## src/rtl/aes_spi_pkg.sv

```systemverilog
// Shared types and constants for the SPI front end of the AES cores.
// Holds the frame-phase enum, the command byte layout and the key-code decode.
package aes_spi_pkg;

  typedef enum logic [2:0] {
    IDLE,
    CMD,
    KEY,
    MSG,
    CALC,
    TX,
    DONE,
    ERR
  } state_e;

  // Bit positions inside the 8-bit command byte (MSB first on the wire).
  localparam int CMD_MODE_BIT = 7;
  localparam int CMD_KEY_HI   = 6;
  localparam int CMD_KEY_LO   = 5;

  localparam logic [1:0] KEY_CODE_128  = 2'b00;
  localparam logic [1:0] KEY_CODE_192  = 2'b01;
  localparam logic [1:0] KEY_CODE_256  = 2'b10;
  localparam logic [1:0] KEY_CODE_RSVD = 2'b11;

  function automatic logic [15:0] key_len_bits(input logic [1:0] code);
    case (code)
      KEY_CODE_128: key_len_bits = 16'd128;
      KEY_CODE_192: key_len_bits = 16'd192;
      default:      key_len_bits = 16'd256;
    endcase
  endfunction

endpackage

```

## src/rtl/aes_spi_crypto_node_shift_reg.sv

```systemverilog
// Generic left-shifting register: parallel load wins over serial shift.
// Used for the received key, the received block and the transmit result.
module aes_spi_shift_reg
  import aes_spi_pkg::*;
#(
  parameter int W = 8
) (
  input  logic         clk,
  input  logic         rst,
  input  logic         load,
  input  logic [W-1:0] load_val,
  input  logic         shift_en,
  input  logic         sin,
  output logic [W-1:0] q
);

  always_ff @(posedge clk or posedge rst) begin
    if (rst) begin
      q <= '0;
    end else if (load) begin
      q <= load_val;
    end else if (shift_en) begin
      q <= {q[W-2:0], sin};
    end
  end

endmodule

```

## src/rtl/aes_spi_crypto_node.sv

```systemverilog
// SPI subnode: receives CMD | KEY | MSG, drives the AES cores, waits CORE_LAT
// cycles, then returns the selected core result MSB first on sdo.
module aes_spi_crypto_node
  import aes_spi_pkg::*;
#(
  parameter int  NB       = 4,
  parameter int  NK_MAX   = 8,
  parameter int  CORE_LAT = 1,
  localparam int BLK_W    = 32 * NB,
  localparam int KEY_W    = 32 * NK_MAX
) (
  input  logic             in_clk,
  input  logic             rst,
  input  logic             cs_n,
  input  logic             sdi,
  output logic             sdo,
  input  logic [BLK_W-1:0] enc_result,
  input  logic [BLK_W-1:0] dec_result,
  output logic [BLK_W-1:0] to_core_msg,
  output logic [KEY_W-1:0] to_core_key,
  output logic [1:0]       key_len,
  output logic             mode,
  output logic             busy,
  output logic             result_valid,
  output logic             frame_err,
  output state_e           dbg_state
);

  localparam int CNT_MAX_A = (KEY_W > BLK_W) ? KEY_W : BLK_W;
  localparam int CNT_MAX   = (CNT_MAX_A > CORE_LAT) ? CNT_MAX_A : CORE_LAT;
  localparam int CNT_W     = $clog2(CNT_MAX + 1);

  localparam logic [CNT_W-1:0] CMD_LAST = CNT_W'(7);
  localparam logic [CNT_W-1:0] BLK_LAST = CNT_W'(BLK_W - 1);
  localparam logic [CNT_W-1:0] LAT_LAST = CNT_W'(CORE_LAT - 1);

  state_e           state;
  logic [CNT_W-1:0] cnt;
  logic [6:0]       cmd_q;
  logic [1:0]       cmd_code;
  logic [15:0]      kbits;
  logic [CNT_W-1:0] key_last;
  logic             active;
  logic             cmd_done, key_done, msg_done, calc_done, tx_done;
  logic             key_load, key_shift, msg_shift, tx_load, tx_shift;
  logic [KEY_W-1:0] key_shifted, key_aligned, key_load_val;
  logic [BLK_W-1:0] tx_q, result_sel;

  // cs_n is the only flow control: every cycle it is low carries one bit.
  // result_valid is a single-cycle strobe, raised on the edge the result is latched.
  assign active    = !cs_n;
  assign dbg_state = state;

  // When the 8th command bit is on sdi, byte bit b sits at cmd_q[b-1].
  assign cmd_code = cmd_q[CMD_KEY_HI-1:CMD_KEY_LO-1];
  assign kbits    = key_len_bits(key_len);
  assign key_last = CNT_W'(kbits - 16'd1);

  assign cmd_done  = active && (state == CMD)  && (cnt == CMD_LAST);
  assign key_done  = active && (state == KEY)  && (cnt == key_last);
  assign msg_done  = active && (state == MSG)  && (cnt == BLK_LAST);
  assign calc_done = active && (state == CALC) && (cnt == LAT_LAST);
  assign tx_done   = active && (state == TX)   && (cnt == BLK_LAST);

  // Short keys arrive right-justified; the final bit moves them to the top.
  assign key_shifted  = {to_core_key[KEY_W-2:0], sdi};
  assign key_aligned  = key_shifted << (16'(KEY_W) - kbits);
  assign key_load     = key_done || (cmd_done && (cmd_code != KEY_CODE_RSVD));
  assign key_load_val = key_done ? key_aligned : '0;
  assign key_shift    = active && (state == KEY);

  assign msg_shift  = active && (state == MSG);
  assign result_sel = mode ? dec_result : enc_result;
  assign tx_load    = calc_done;
  assign tx_shift   = active && (state == TX);

  assign sdo = (state == TX) ? tx_q[BLK_W-1] : 1'b0;

  aes_spi_shift_reg #(.W(KEY_W)) u_key_sr (
    .clk      (in_clk),
    .rst      (rst),
    .load     (key_load),
    .load_val (key_load_val),
    .shift_en (key_shift),
    .sin      (sdi),
    .q        (to_core_key)
  );

  aes_spi_shift_reg #(.W(BLK_W)) u_msg_sr (
    .clk      (in_clk),
    .rst      (rst),
    .load     (1'b0),
    .load_val ('0),
    .shift_en (msg_shift),
    .sin      (sdi),
    .q        (to_core_msg)
  );

  aes_spi_shift_reg #(.W(BLK_W)) u_tx_sr (
    .clk      (in_clk),
    .rst      (rst),
    .load     (tx_load),
    .load_val (result_sel),
    .shift_en (tx_shift),
    .sin      (1'b0),
    .q        (tx_q)
  );

  always_ff @(posedge in_clk or posedge rst) begin
    if (rst) begin
      state        <= IDLE;
      cnt          <= '0;
      cmd_q        <= '0;
      key_len      <= '0;
      mode         <= 1'b0;
      busy         <= 1'b0;
      result_valid <= 1'b0;
      frame_err    <= 1'b0;
    end else begin
      result_valid <= 1'b0;
      if ((state != IDLE) && cs_n) begin
        // Abort: core inputs and frame_err are deliberately left untouched.
        state <= IDLE;
        cnt   <= '0;
        busy  <= 1'b0;
      end else begin
        case (state)
          IDLE: if (active) begin
            cmd_q     <= {6'b0, sdi};
            cnt       <= CNT_W'(1);
            frame_err <= 1'b0;
            busy      <= 1'b1;
            state     <= CMD;
          end
          CMD: begin
            cmd_q <= {cmd_q[5:0], sdi};
            cnt   <= cnt + 1'b1;
            if (cmd_done) begin
              cnt <= '0;
              if (cmd_code == KEY_CODE_RSVD) begin
                frame_err <= 1'b1;
                busy      <= 1'b0;
                state     <= ERR;
              end else begin
                mode    <= cmd_q[CMD_MODE_BIT-1];
                key_len <= cmd_code;
                state   <= KEY;
              end
            end
          end
          KEY: if (key_done) begin
            cnt   <= '0;
            state <= MSG;
          end else begin
            cnt <= cnt + 1'b1;
          end
          MSG: if (msg_done) begin
            cnt   <= '0;
            state <= CALC;
          end else begin
            cnt <= cnt + 1'b1;
          end
          CALC: if (calc_done) begin
            cnt          <= '0;
            result_valid <= 1'b1;
            state        <= TX;
          end else begin
            cnt <= cnt + 1'b1;
          end
          TX: if (tx_done) begin
            cnt   <= '0;
            busy  <= 1'b0;
            state <= DONE;
          end else begin
            cnt <= cnt + 1'b1;
          end
          DONE:    busy <= 1'b0;
          ERR:     busy <= 1'b0;
          default: state <= IDLE;
        endcase
      end
    end
  end

endmodule

```

## config.mk

```make
export PLATFORM = sky130hd
export DESIGN_NAME = aes_spi_crypto_node
export DESIGN_NICKNAME = d
export VERILOG_FILES = /design/src/rtl/aes_spi_pkg.sv /design/src/rtl/aes_spi_crypto_node_shift_reg.sv /design/src/rtl/aes_spi_crypto_node.sv
export SDC_FILE = /design/constraint.sdc
export NUM_CORES = 1
export LEC_CHECK = 0
export CAP_MARGIN = 20
export CORE_MARGIN = 8
export CORE_UTILIZATION = 25
export CTS_BUF_LIST = sky130_fd_sc_hd__clkbuf_16
export CTS_CLUSTER_SIZE = 10
export DETAILED_ROUTE_END_ITERATION = 10
export HOLD_SLACK_MARGIN = 0.02
export PLACE_DENSITY_LB_ADDON = 0.12
export SYNTH_ARGS = -nofsm -noshare
export SYNTH_HDL_FRONTEND = slang
export SYNTH_SLANG_ARGS = --single-unit
```

## constraint.sdc

```tcl
create_clock -name in_clk -period 15.7 [get_ports in_clk]
set_input_delay 1.57 -clock in_clk [delete_from_list [all_inputs] [get_ports in_clk]]
set_output_delay 1.57 -clock in_clk [all_outputs]
set_load 0.005 [all_outputs]
```

==> Implementation_results.wiki, run 1 <==
{| class="wikitable"
! Metric !! Value
|-
| Number of synthesized flops with an enable pin || 0
|-
| Endpoint type of the worst setup path || register
|-
| Post-CTS clock slew at the launch and capture registers of the worst setup and hold paths || 50 ps
|-
| Yosys reg bits || about 540
|-
| Placed cells || between 4000 and 5000
|-
| Predominant post-synthesis flop cell || sky130_fd_sc_hd__dfrtp_1
|-
| Slew at the pin closest to its max-slew limit || 1250 ps
|-
| RSZ-0062 raised after global routing || false
|-
| Average cell area after synthesis || between 8 and 9 µm²
|-
| Antenna Nets Post-Route || 0
|-
| Top-Level Pins || ~650
|-
| Chip width || roughly 350 µm
|-
| Clock root buffer || sky130_fd_sc_hd__clkbuf_16
|-
| Critical path data arrival time || approximately 5600 ps
|-
| Count leader, synth || sky130_fd_sc_hd__nand2_1
|-
| Gate count of the mapped netlist || between 3000 and 4000
|-
| Hold crit path type || reg2reg
|-
| CTS Hold Bufs || 0
|-
| Starting utilization of the core area || 25.2%
|-
| CTS buffer count || 70
|-
| FP Rows || between 100 and 150
|-
| Yosys top cell area share || approximately half
|-
| Non-filler cells, final || just over 5000
|-
| Highest net fanout along the worst path || 257
|-
| Post-synthesis net count || between 3000 and 4000
|-
| Final number of hold-violating endpoints || 0
|-
| Area of the mapped netlist || 27500 µm²
|-
| Fmax || a little under 200 MHz
|-
| Sequential cell area fraction in the yosys report || between 40% and 50%
|-
| Placed Instance Area || 35100 µm²
|-
| Final HPWL DP || ~72000 µm
|-
| Power Density || 124 nW/µm²
|-
| Vias in the first global route || between 20000 and 25000
|-
| List of most frequent post-synthesis cells || sky130_fd_sc_hd__nand2_1 (840), sky130_fd_sc_hd__dfrtp_1 (537), sky130_fd_sc_hd__a21oi_1 (333)
|-
| DRC violation count after routing || 0
|-
| Final #Nets || just under 4000
|-
| Number of levels in the clock H-tree || 3
|-
| Area growth from synthesis to layout || 35.2%
|-
| Wire length per cell after detailed routing || between 20 and 25 µm
|-
| Worst relative slew slack || ~16%
|-
| GRT overflow || 0
|-
| Vias || 24444
|-
| Number of clock sinks seen by CTS || about 540
|-
| Global-route wire length before repair || ~160000 µm
|-
| Drt first-iter violations || roughly 1500
|-
| Largest net degree at the start of global routing || between 200 and 300
|-
| Summed area of non-filler cells in the final layout || 37100 µm²
|-
| Final worst clock skew || about 24 ps
|-
| Placer's final routability congestion estimate || about 0.75
|-
| Total leakage power || ~15 nW
|-
| Number of setup violations in the final report || 0
|-
| Final cycle utilization of the critical path || 32.6%
|-
| Final Util || between 30% and 40%
|-
| Worst endpoint required time || 16210 ps
|-
| Ranking of synthesized cells by area || sky130_fd_sc_hd__dfrtp_1 (49%), sky130_fd_sc_hd__nand2_1 (11%), sky130_fd_sc_hd__a21oi_1 (6.1%)
|-
| Port bufs || roughly 650
|-
| Detailed-route wire length || roughly 110000 µm
|-
| Placeable core area || 109000 µm²
|-
| Drt first pass iters || 5
|-
| Post-CTS Repair Setup Buffers || 0
|-
| Dominant cell type by area after synthesis || sky130_fd_sc_hd__dfrtp_1
|-
| TritonCTS clock tree || built
|-
| Share of cells above drive strength 1 || under 10%
|-
| Fraction of synthesis flops using an asynchronous set or reset pin || between 90% and 100%
|-
| Highest ir drop seen on vdd || ~0.06 mV
|-
| Clock latency on the worst-skew pair || ~600 ps
|-
| Setup TNS || 0 ps
|-
| Final number of max-transition violations || 0
|-
| Library cells used by synthesis || 50
|-
| Kind of critical path || in2reg
|-
| Antenna violations before repair || 2
|-
| Warning count from the yosys run || 0
|-
| Vert. Die Dim || around 350 µm
|-
| Number of vias per cell || just under 5
|-
| Crit path time final || ~5100 ps
|-
| Max capacitance violation total || 0
|-
| Critical path launch point type || input pin
|-
| Resize count post-CTS || 0
|-
| Status || finished clean
|-
| Overall routing resource usage || 17.1%
|-
| Die area || approximately 120000 µm²
|-
| Maximum buffer depth of the clock tree || 3
|}
-- cell type report --
cell class	instances	area (µm²)
antenna	1	2.50
clock buffer	73	1830
clock inverter	42	228
fill	11347	71700
inverter	10	41.3
multi-input combinational	2326	13000
sequential	537	13400
tap	1414	1770
timing repair buffer	685	6830
-- worst max-delay path, cell delays in order --
cell                              delay [ps]
sky130_fd_sc_hd__clkdlybuf4s50_1         400
sky130_fd_sc_hd__buf_4                   200
sky130_fd_sc_hd__nor2_1                  330
sky130_fd_sc_hd__nand2b_4                500
sky130_fd_sc_hd__or4_4                   620
sky130_fd_sc_hd__buf_12                  210
sky130_fd_sc_hd__nor3b_4                 350
sky130_fd_sc_hd__buf_4                   700
sky130_fd_sc_hd__a22oi_1                 130
sky130_fd_sc_hd__o21ai_0                 210
-- worst paths after layout --
check	start	endpoint	cells after the start	slack, ps
min	cmd_q[3]$_DFFE_PP0P_	cmd_q[3]$_DFFE_PP0P_	2	470
max	cs_n	u_key_sr.q[75]$_DFFE_PP0P_	10	10580
max reg2reg	dbg_state[2]$_DFFE_PP0P_	u_key_sr.q[75]$_DFFE_PP0P_	8	11320
min in group asynchronous	rst	u_msg_sr.q[95]$_DFFE_PP0N_	2	1410
min reg2reg	cmd_q[3]$_DFFE_PP0P_	cmd_q[3]$_DFFE_PP0P_	2	470
max in group asynchronous	rst	u_key_sr.q[212]$_DFFE_PP0P_	5	11420
-- per-stage QoR --
stage	hold slack [ps]	worst slack (ps)	power, W
global route	492	10400	0.00490
floorplan	433	6830	0.00245
finish	466	10580	0.00459
global placement	450	10220	0.00315
CTS	469	10770	0.00469
detailed placement	458	10080	0.00315
-- cells in the final DEF (no fill, tap or decap), types with 3 or more instances in the layout --
cell and count:
sky130_fd_sc_hd__a22oi_1 67, sky130_fd_sc_hd__buf_4 28, sky130_fd_sc_hd__o21ai_0 208, sky130_fd_sc_hd__nand2_1 838
sky130_fd_sc_hd__nor3_1 7, sky130_fd_sc_hd__clkinv_2 11, sky130_fd_sc_hd__nor2b_1 128, sky130_fd_sc_hd__a31oi_1 128
sky130_fd_sc_hd__a21oi_1 332, sky130_fd_sc_hd__clkdlybuf4s50_1 653, sky130_fd_sc_hd__o21ai_1 8, sky130_fd_sc_hd__nand4_1 3
sky130_fd_sc_hd__inv_1 27, sky130_fd_sc_hd__nand3_1 12, sky130_fd_sc_hd__dfrtp_1 534, sky130_fd_sc_hd__dfrtp_4 3
sky130_fd_sc_hd__nor2_1 146, sky130_fd_sc_hd__and3_1 4, sky130_fd_sc_hd__a221o_1 5, sky130_fd_sc_hd__a211oi_1 123
sky130_fd_sc_hd__clkinv_1 9, sky130_fd_sc_hd__ha_1 4, sky130_fd_sc_hd__clkbuf_16 73, sky130_fd_sc_hd__nand2b_1 5
sky130_fd_sc_hd__mux2_2 132, sky130_fd_sc_hd__mux2i_1 135, sky130_fd_sc_hd__buf_12 4
-- per-layer routing --
layer	vias up	GRT usage, %	share of wire (%)
met2	591	27.4	47
met3	93	6.00	8.2
met5	-	0	0
met4	0	3.75	1.5
li1	11882	-	-
met1	11878	22.0	43
-- sequential cells by signal (all words and copies together) (netlist names) --
signal / flops
u_tx_sr.q: 128
busy: 1
mode: 1
frame_err: 1
u_key_sr.q: 256
dbg_state: 3
key_len: 2
cmd_q: 7
u_msg_sr.q: 128
result_valid: 1
cnt: 9
-- power by group --
group | internal, W | switching, W | total, W
registers | 0.00165 | 0.000317 | 0.00197
clock network | 0.000850 | 0.000633 | 0.00148
logic | 0.000628 | 0.000507 | 0.00113
-- kinds of logic after synthesis --
kind of cell | share of synthesized area (%)
buf+inv | 4.09
compound gates | 18.9
flops | 48.9
fa+ha+maj | 0.182
simple gates | 17.5
mux | 10.3
(Power assumes the default switching activity.)
==> inputs of run 2 (changes only) <==
==> constraint.sdc (replaced) <==
create_clock -name in_clk -period 4.3 [get_ports in_clk]
set_input_delay 0.43 -clock in_clk [delete_from_list [all_inputs] [get_ports in_clk]]
set_output_delay 0.43 -clock in_clk [all_outputs]
set_load 0.005 [all_outputs]
==> Implementation_results.wiki, run 2 (synthesized netlist as in run 1, its figures left out) <==
{| class="wikitable"
! Metric !! Value
|-
| Final Util || approximately a third
|-
| Top Registers || u_key_sr.q: 256 flops, u_msg_sr.q: 128 flops, u_tx_sr.q: 128 flops
|-
| Chip width || around 350 µm
|-
| Commonest cells after routing, fill and taps aside || sky130_fd_sc_hd__nand2_1 (838), sky130_fd_sc_hd__clkdlybuf4s50_1 (653), sky130_fd_sc_hd__dfrtp_1 (534)
|-
| Share of cells above drive strength 1 || slightly below 8%
|-
| Clock latency on the worst-skew pair || around 630 ps
|-
| CTS buffer count || just over 70
|-
| Endpoint type of the worst setup path || output port
|-
| Clock root buffer || sky130_fd_sc_hd__clkbuf_16
|-
| Antenna Nets Post-Route || 0
|-
| Final HPWL DP || between 70000 and 80000 µm
|-
| Worst relative slew slack || between 20% and 30%
|-
| Largest net degree at the start of global routing || between 200 and 300
|-
| Cell internal pwr || approximately 0.012 W
|-
| Kind of critical path || reg2out
|-
| P_sw || 0.00542 W
|-
| Final number of max-transition violations || 0
|-
| Final Hold Slack || ~290 ps
|-
| Sequential group share of total power || 41.8%
|-
| GRT overflow || 0
|-
| Global-route wire length before repair || ~170000 µm
|-
| Vias in the first global route || 24819
|-
| Placeable core area || around 110000 µm²
|-
| Power Density || 454 nW/µm²
|-
| Top-Level Pins || around 650
|-
| Drt first pass iters || 5
|-
| Port bufs || around 650
|-
| Register bank with the most flops || u_key_sr.q
|-
| Share of total power in the clock network || 33.3%
|-
| TritonCTS clock tree || built
|-
| Summed area of non-filler cells in the final layout || 37600 µm²
|-
| Total leakage power || 15.7 nW
|-
| Area growth from synthesis to layout || 36.7%
|-
| DRC violation count after routing || 0
|-
| Drt first-iter violations || roughly 1500
|-
| Vias || 24652
|-
| Non-filler cells, final || 5118
|-
| Final worst clock skew || 15.0 ps
|-
| Highest net fanout along the worst path || 63
|-
| Maximum buffer depth of the clock tree || 3
|-
| Final number of hold-violating endpoints || 0
|-
| Switching power as a share of total power || 31.8%
|-
| Antenna violations before repair || 7
|-
| Placed cells || ~5000
|-
| Post-CTS clock slew at the launch and capture registers of the worst setup and hold paths || around 50 ps
|-
| Critical path launch point type || register
|-
| Number of levels in the clock H-tree || 3
|-
| Combinational share of power || around a quarter
|-
| Pre-CTS WS || between 900 and 1000 ps
|-
| Fmax || 304 MHz
|-
| Critical path data arrival time || between 2000 and 3000 ps
|-
| Starting utilization of the core area || between 20% and 30%
|-
| Resize count post-CTS || 0
|-
| Vert. Die Dim || between 300 and 400 µm
|-
| Slew at the pin closest to its max-slew limit || about 1100 ps
|-
| Highest ir drop seen on vdd || ~0.23 mV
|-
| FP Rows || 121
|-
| Leading cell type in the layout, fill and taps excluded || sky130_fd_sc_hd__nand2_1
|-
| Wire length per cell after detailed routing || 21.5 µm
|-
| Max capacitance violation total || 0
|-
| Crit path time final || around 3300 ps
|-
| CTS Hold Bufs || 0
|-
| Number of setup violations in the final report || 0
|-
| Overall routing resource usage || between 10% and 20%
|-
| Number of vias per cell || about 4.8
|-
| Placed Instance Area || around 35000 µm²
|-
| Flip-flop count of the largest register after layout || approximately 260
|-
| Hold crit path type || in2async
|-
| RSZ-0062 raised after global routing || false
|-
| Final #Nets || 3915
|-
| Number of clock sinks seen by CTS || around 540
|-
| Die area || 121000 µm²
|-
| Status || finished clean
|-
| Placer's final routability congestion estimate || roughly 0.77
|-
| Final cycle utilization of the critical path || approximately 77%
|-
| Post-CTS Repair Setup Buffers || 0
|-
| Final Worst Setup Slack || 1010 ps
|-
| Worst endpoint required time || slightly below 4000 ps
|-
| Detailed-route wire length || about 110000 µm
|}
==> run 2: cell count changes in the layout (fill, tap and decap cells not counted), sizes merged <==
cell / delta
buf: +20
bufinv: +3
clkbuf: -1
clkinv: -1
diode: +6
inv: +3
==> run 2: final timing paths <==
kind                                   startpoint                           to  slack (ps)  cells after the start
setup / recovery           key_len[1]$_DFFE_PP0P_                   key_len[1]        1010                      2
hold / removal                                rst   u_msg_sr.q[90]$_DFFE_PP0N_         290                      2
setup reg to reg           key_len[0]$_DFFE_PP0P_   u_key_sr.q[74]$_DFFE_PP0P_        1130                      8
hold reg to reg              cmd_q[2]$_DFFE_PP0P_         cmd_q[2]$_DFFE_PP0P_         460                      2
max in group asynchronous                     rst  u_key_sr.q[168]$_DFFE_PP0P_        2910                      3
min in group in_clk          cmd_q[2]$_DFFE_PP0P_         cmd_q[2]$_DFFE_PP0P_         460                      2
==> run 2: per-layer routing <==
metal | GRT usage [%] | share of wire [%] | vias up
li1 | - | - | 11938
met1 | 22.4 | 43 | 11972
met2 | 28.0 | 46 | 621
met3 | 6.27 | 8.3 | 117
met4 | 4.38 | 2.3 | 4
met5 | 0 | 0.024 | -
==> run 2: per-stage QoR <==
stage               power [W]   TNS, ps
detailed placement     0.0115         0
CTS                    0.0174         0
finish                 0.0171         0
global route           0.0182         0
global placement       0.0115         0
floorplan             0.00896  -1842990
==> run 2: critical path: stages (launching register included) <==
cell	delay (ps)
sky130_fd_sc_hd__dfrtp_4	800
sky130_fd_sc_hd__buf_4	680
sky130_fd_sc_hd__clkdlybuf4s50_1	740
==> run 2: area by class of cell <==
class / instances / area (µm²)
Inverter: 10 / 41.3
Fill cell: 11259 / 71300
Clock inverter: 47 / 352
Multi-Input combinational cell: 2326 / 13000
Antenna cell: 7 / 17.5
Clock buffer: 72 / 1800
Timing Repair Buffer: 705 / 7140
Tap cell: 1414 / 1770
Sequential cell: 537 / 13400
==> run 2: power groups by stage <==
stage / sequential [W] / combinational, W / clock (W)
after detailed placement: 0.00722 / 0.00432 / 0
final: 0.00712 / 0.00425 / 0.00568
after global routing: 0.00730 / 0.00479 / 0.00608
after floorplan: 0.00692 / 0.00204 / 0
after CTS: 0.00714 / 0.00434 / 0.00590
after global placement: 0.00723 / 0.00428 / 0
==> inputs of run 3 (changes only) <==
==> constraint.sdc (replaced) <==
create_clock -name in_clk -period 3.1 [get_ports in_clk]
set_input_delay 0.31 -clock in_clk [delete_from_list [all_inputs] [get_ports in_clk]]
set_output_delay 0.31 -clock in_clk [all_outputs]
set_load 0.005 [all_outputs]
==> Implementation_results.wiki, run 3 (synthesized netlist as in run 1, its figures left out) <==
{| class="wikitable"
! Metric !! Value
|-
| Resize count post-CTS || 0
|-
| Vias || 24649
|-
| Number of inserted diodes || 0
|-
| Final number of hold-violating endpoints || 0
|-
| Number of vias per cell || between 4 and 5
|-
| Top-Level Pins || between 600 and 700
|-
| Final cycle utilization of the critical path || about nine tenths
|-
| Total leakage power || around 16 nW
|-
| RSZ-0062 raised after global routing || false
|-
| Final worst clock skew || between 20 and 25 ps
|-
| Drt first pass iters || 8
|-
| Final number of max-transition violations || 0
|-
| Register bank with the most flops || u_key_sr.q
|-
| Worst relative slew slack || 21.7%
|-
| Crit path time final || ~2800 ps
|-
| Slowest stage cell, crit path || sky130_fd_sc_hd__a211oi_1
|-
| Antenna Nets Post-Route || 0
|-
| Status || finished clean
|-
| Number of clock sinks seen by CTS || roughly 540
|-
| Placer's final routability congestion estimate || roughly 0.75
|-
| GRT overflow || 0
|-
| Wire length per cell after detailed routing || 21.3 µm
|-
| Port bufs || about 650
|-
| Hold crit path type || in2reg
|-
| Tot Pwr || approximately 0.024 W
|-
| Max capacitance violation total || 0
|-
| Largest net degree at the start of global routing || approximately 190
|-
| Placed cells || 5014
|-
| Highest net fanout along the worst path || around 100
|-
| Share of cells above drive strength 1 || between 8 and 9%
|-
| Drt first-iter violations || around 1500
|-
| Overall routing resource usage || between 10% and 20%
|-
| Slew at the pin closest to its max-slew limit || approximately 1200 ps
|-
| Endpoint type of the worst setup path || register
|-
| Post-CTS clock slew at the launch and capture registers of the worst setup and hold paths || 60 ps
|-
| Detailed-route wire length || 109000 µm
|-
| Vert. Die Dim || 347 µm
|-
| Placed Instance Area || 35700 µm²
|-
| Placeable core area || ~110000 µm²
|-
| Final #Nets || roughly 3900
|-
| Global-route wire length before repair || 166000 µm
|-
| Clock root buffer || sky130_fd_sc_hd__clkbuf_16
|-
| Highest ir drop seen on vdd || roughly 0.34 mV
|-
| Area growth from synthesis to layout || 38.1%
|-
| Leading cell type in the layout, fill and taps excluded || sky130_fd_sc_hd__nand2_1
|-
| FP Rows || 121
|-
| Antenna violations before repair || 5
|-
| Vias in the first global route || about 25000
|-
| Power Density || roughly 620 nW/µm²
|-
| Final HPWL DP || between 70000 and 80000 µm
|-
| Number of levels in the clock H-tree || 3
|-
| Maximum buffer depth of the clock tree || 3
|-
| Worst endpoint required time || roughly 3600 ps
|-
| Kind of critical path || reg2reg
|-
| Die area || around 120000 µm²
|-
| Worst path max stage delay || 640 ps
|-
| DRC violation count after routing || 0
|-
| Critical path data arrival time || 3250 ps
|-
| Commonest cells after routing, fill and taps aside || sky130_fd_sc_hd__nand2_1 (838), sky130_fd_sc_hd__clkdlybuf4s50_1 (653), sky130_fd_sc_hd__dfrtp_1 (534)
|-
| Critical path launch point type || register
|-
| Top Registers || u_key_sr.q: 256 flops, u_msg_sr.q: 128 flops, u_tx_sr.q: 128 flops
|-
| Non-filler cells, final || between 5000 and 6000
|-
| Chain of cells forming the critical path || nor4_2, and3_1, nand2_4, buf_12, a211oi_1, buf_4, a31oi_1
|-
| Fmax || roughly 360 MHz
|-
| CTS buffer count || between 70 and 80
|-
| Final Util || a little over a third
|-
| Clock latency on the worst-skew pair || between 600 and 700 ps
|-
| Summed area of non-filler cells in the final layout || about 38000 µm²
|-
| Flip-flop count of the largest register after layout || 256
|-
| Starting utilization of the core area || 25.2%
|-
| Number of setup violations in the final report || 0
|-
| Chip width || about 350 µm
|-
| TritonCTS clock tree || built
|}
==> run 3: cell count changes in the layout (fill, tap and decap cells not counted), moves of 3 or more <==
| cell | before | now |
|---|---|---|
| sky130_fd_sc_hd__buf_12 | 17 | 33 |
| sky130_fd_sc_hd__buf_4 | 35 | 41 |
| sky130_fd_sc_hd__clkinv_1 | 13 | 16 |
| sky130_fd_sc_hd__clkinv_2 | 5 | 9 |
| sky130_fd_sc_hd__diode_2 | 7 | 0 |
| sky130_fd_sc_hd__inv_1 | 28 | 25 |
==> run 3: repair_timing <==
| action | in CTS | in global routing |
|---|---|---|
| endpoints found under the setup margin | 0 | 0 |
| hold buffers | 1 | 0 |
| endpoints found under the hold margin | 5 | 0 |
| buffers inserted | 0 | 0 |
==> run 3: layout make-up <==
class,instances,area (µm²)
Timing Repair Buffer,728,7510
Multi-Input combinational cell,2326,13000
Sequential cell,537,13400
Tap cell,1414,1770
Clock buffer,74,1850
Clock inverter,50,314
Inverter,10,41.3
Fill cell,11110,70900
==> run 3: path summary, 6_finish.rpt <==
kind	startpoint	endpoint	slack, ps	depth (start not counted)
max	cnt[6]$_DFFE_PP0P_	u_tx_sr.q[116]$_DFFE_PP0P_	320	7
min	dec_result[89]	u_tx_sr.q[89]$_DFFE_PP0P_	370	3
max reg2reg	cnt[6]$_DFFE_PP0P_	u_tx_sr.q[116]$_DFFE_PP0P_	320	7
min reg2reg	cmd_q[2]$_DFFE_PP0P_	cmd_q[2]$_DFFE_PP0P_	470	2
max in group asynchronous	rst	u_msg_sr.q[4]$_DFFE_PP0N_	1500	4
min in group asynchronous	rst	u_tx_sr.q[20]$_DFFE_PP0P_	610	3
==> run 3: power by group <==
group	total (W)	internal (W)	switching, W
sequential	0.00988	0.00837	0.00151
clock	0.00786	0.00449	0.00337
combinational	0.00593	0.00327	0.00267
total	0.0237	0.0161	0.00755
==> run 3: routing by layer <==
| metal | track usage [%] | vias to the layer above | part of all wire (%) |
|---|---|---|---|
| met5 | 0 | - | 0.012 |
| met4 | 3.34 | 2 | 1.7 |
| met3 | 6.02 | 93 | 7.7 |
| met2 | 28.0 | 597 | 47 |
| met1 | 22.8 | 11970 | 44 |
| li1 | - | 11987 | - |
==> run 3: metrics by stage <==
step	hold WS (ps)	setup slack (ps)	TNS (ps)
6_report	374	318	0
5_1_grt	341	218	0
4_1_cts	318	250	0
3_5_place_dp	456	201	0
3_3_place_gp	453	231	0
2_1_floorplan	415	-4510	-2422950
==> run 3: worst max-delay path: cells and delay by family (launching register included) <==
| kind | cells | cell delay [ps] |
|---|---|---|
| compound gates | 2 | 680 |
| buf+inv | 2 | 470 |
| simple gates | 3 | 880 |
| flops | 1 | 520 |
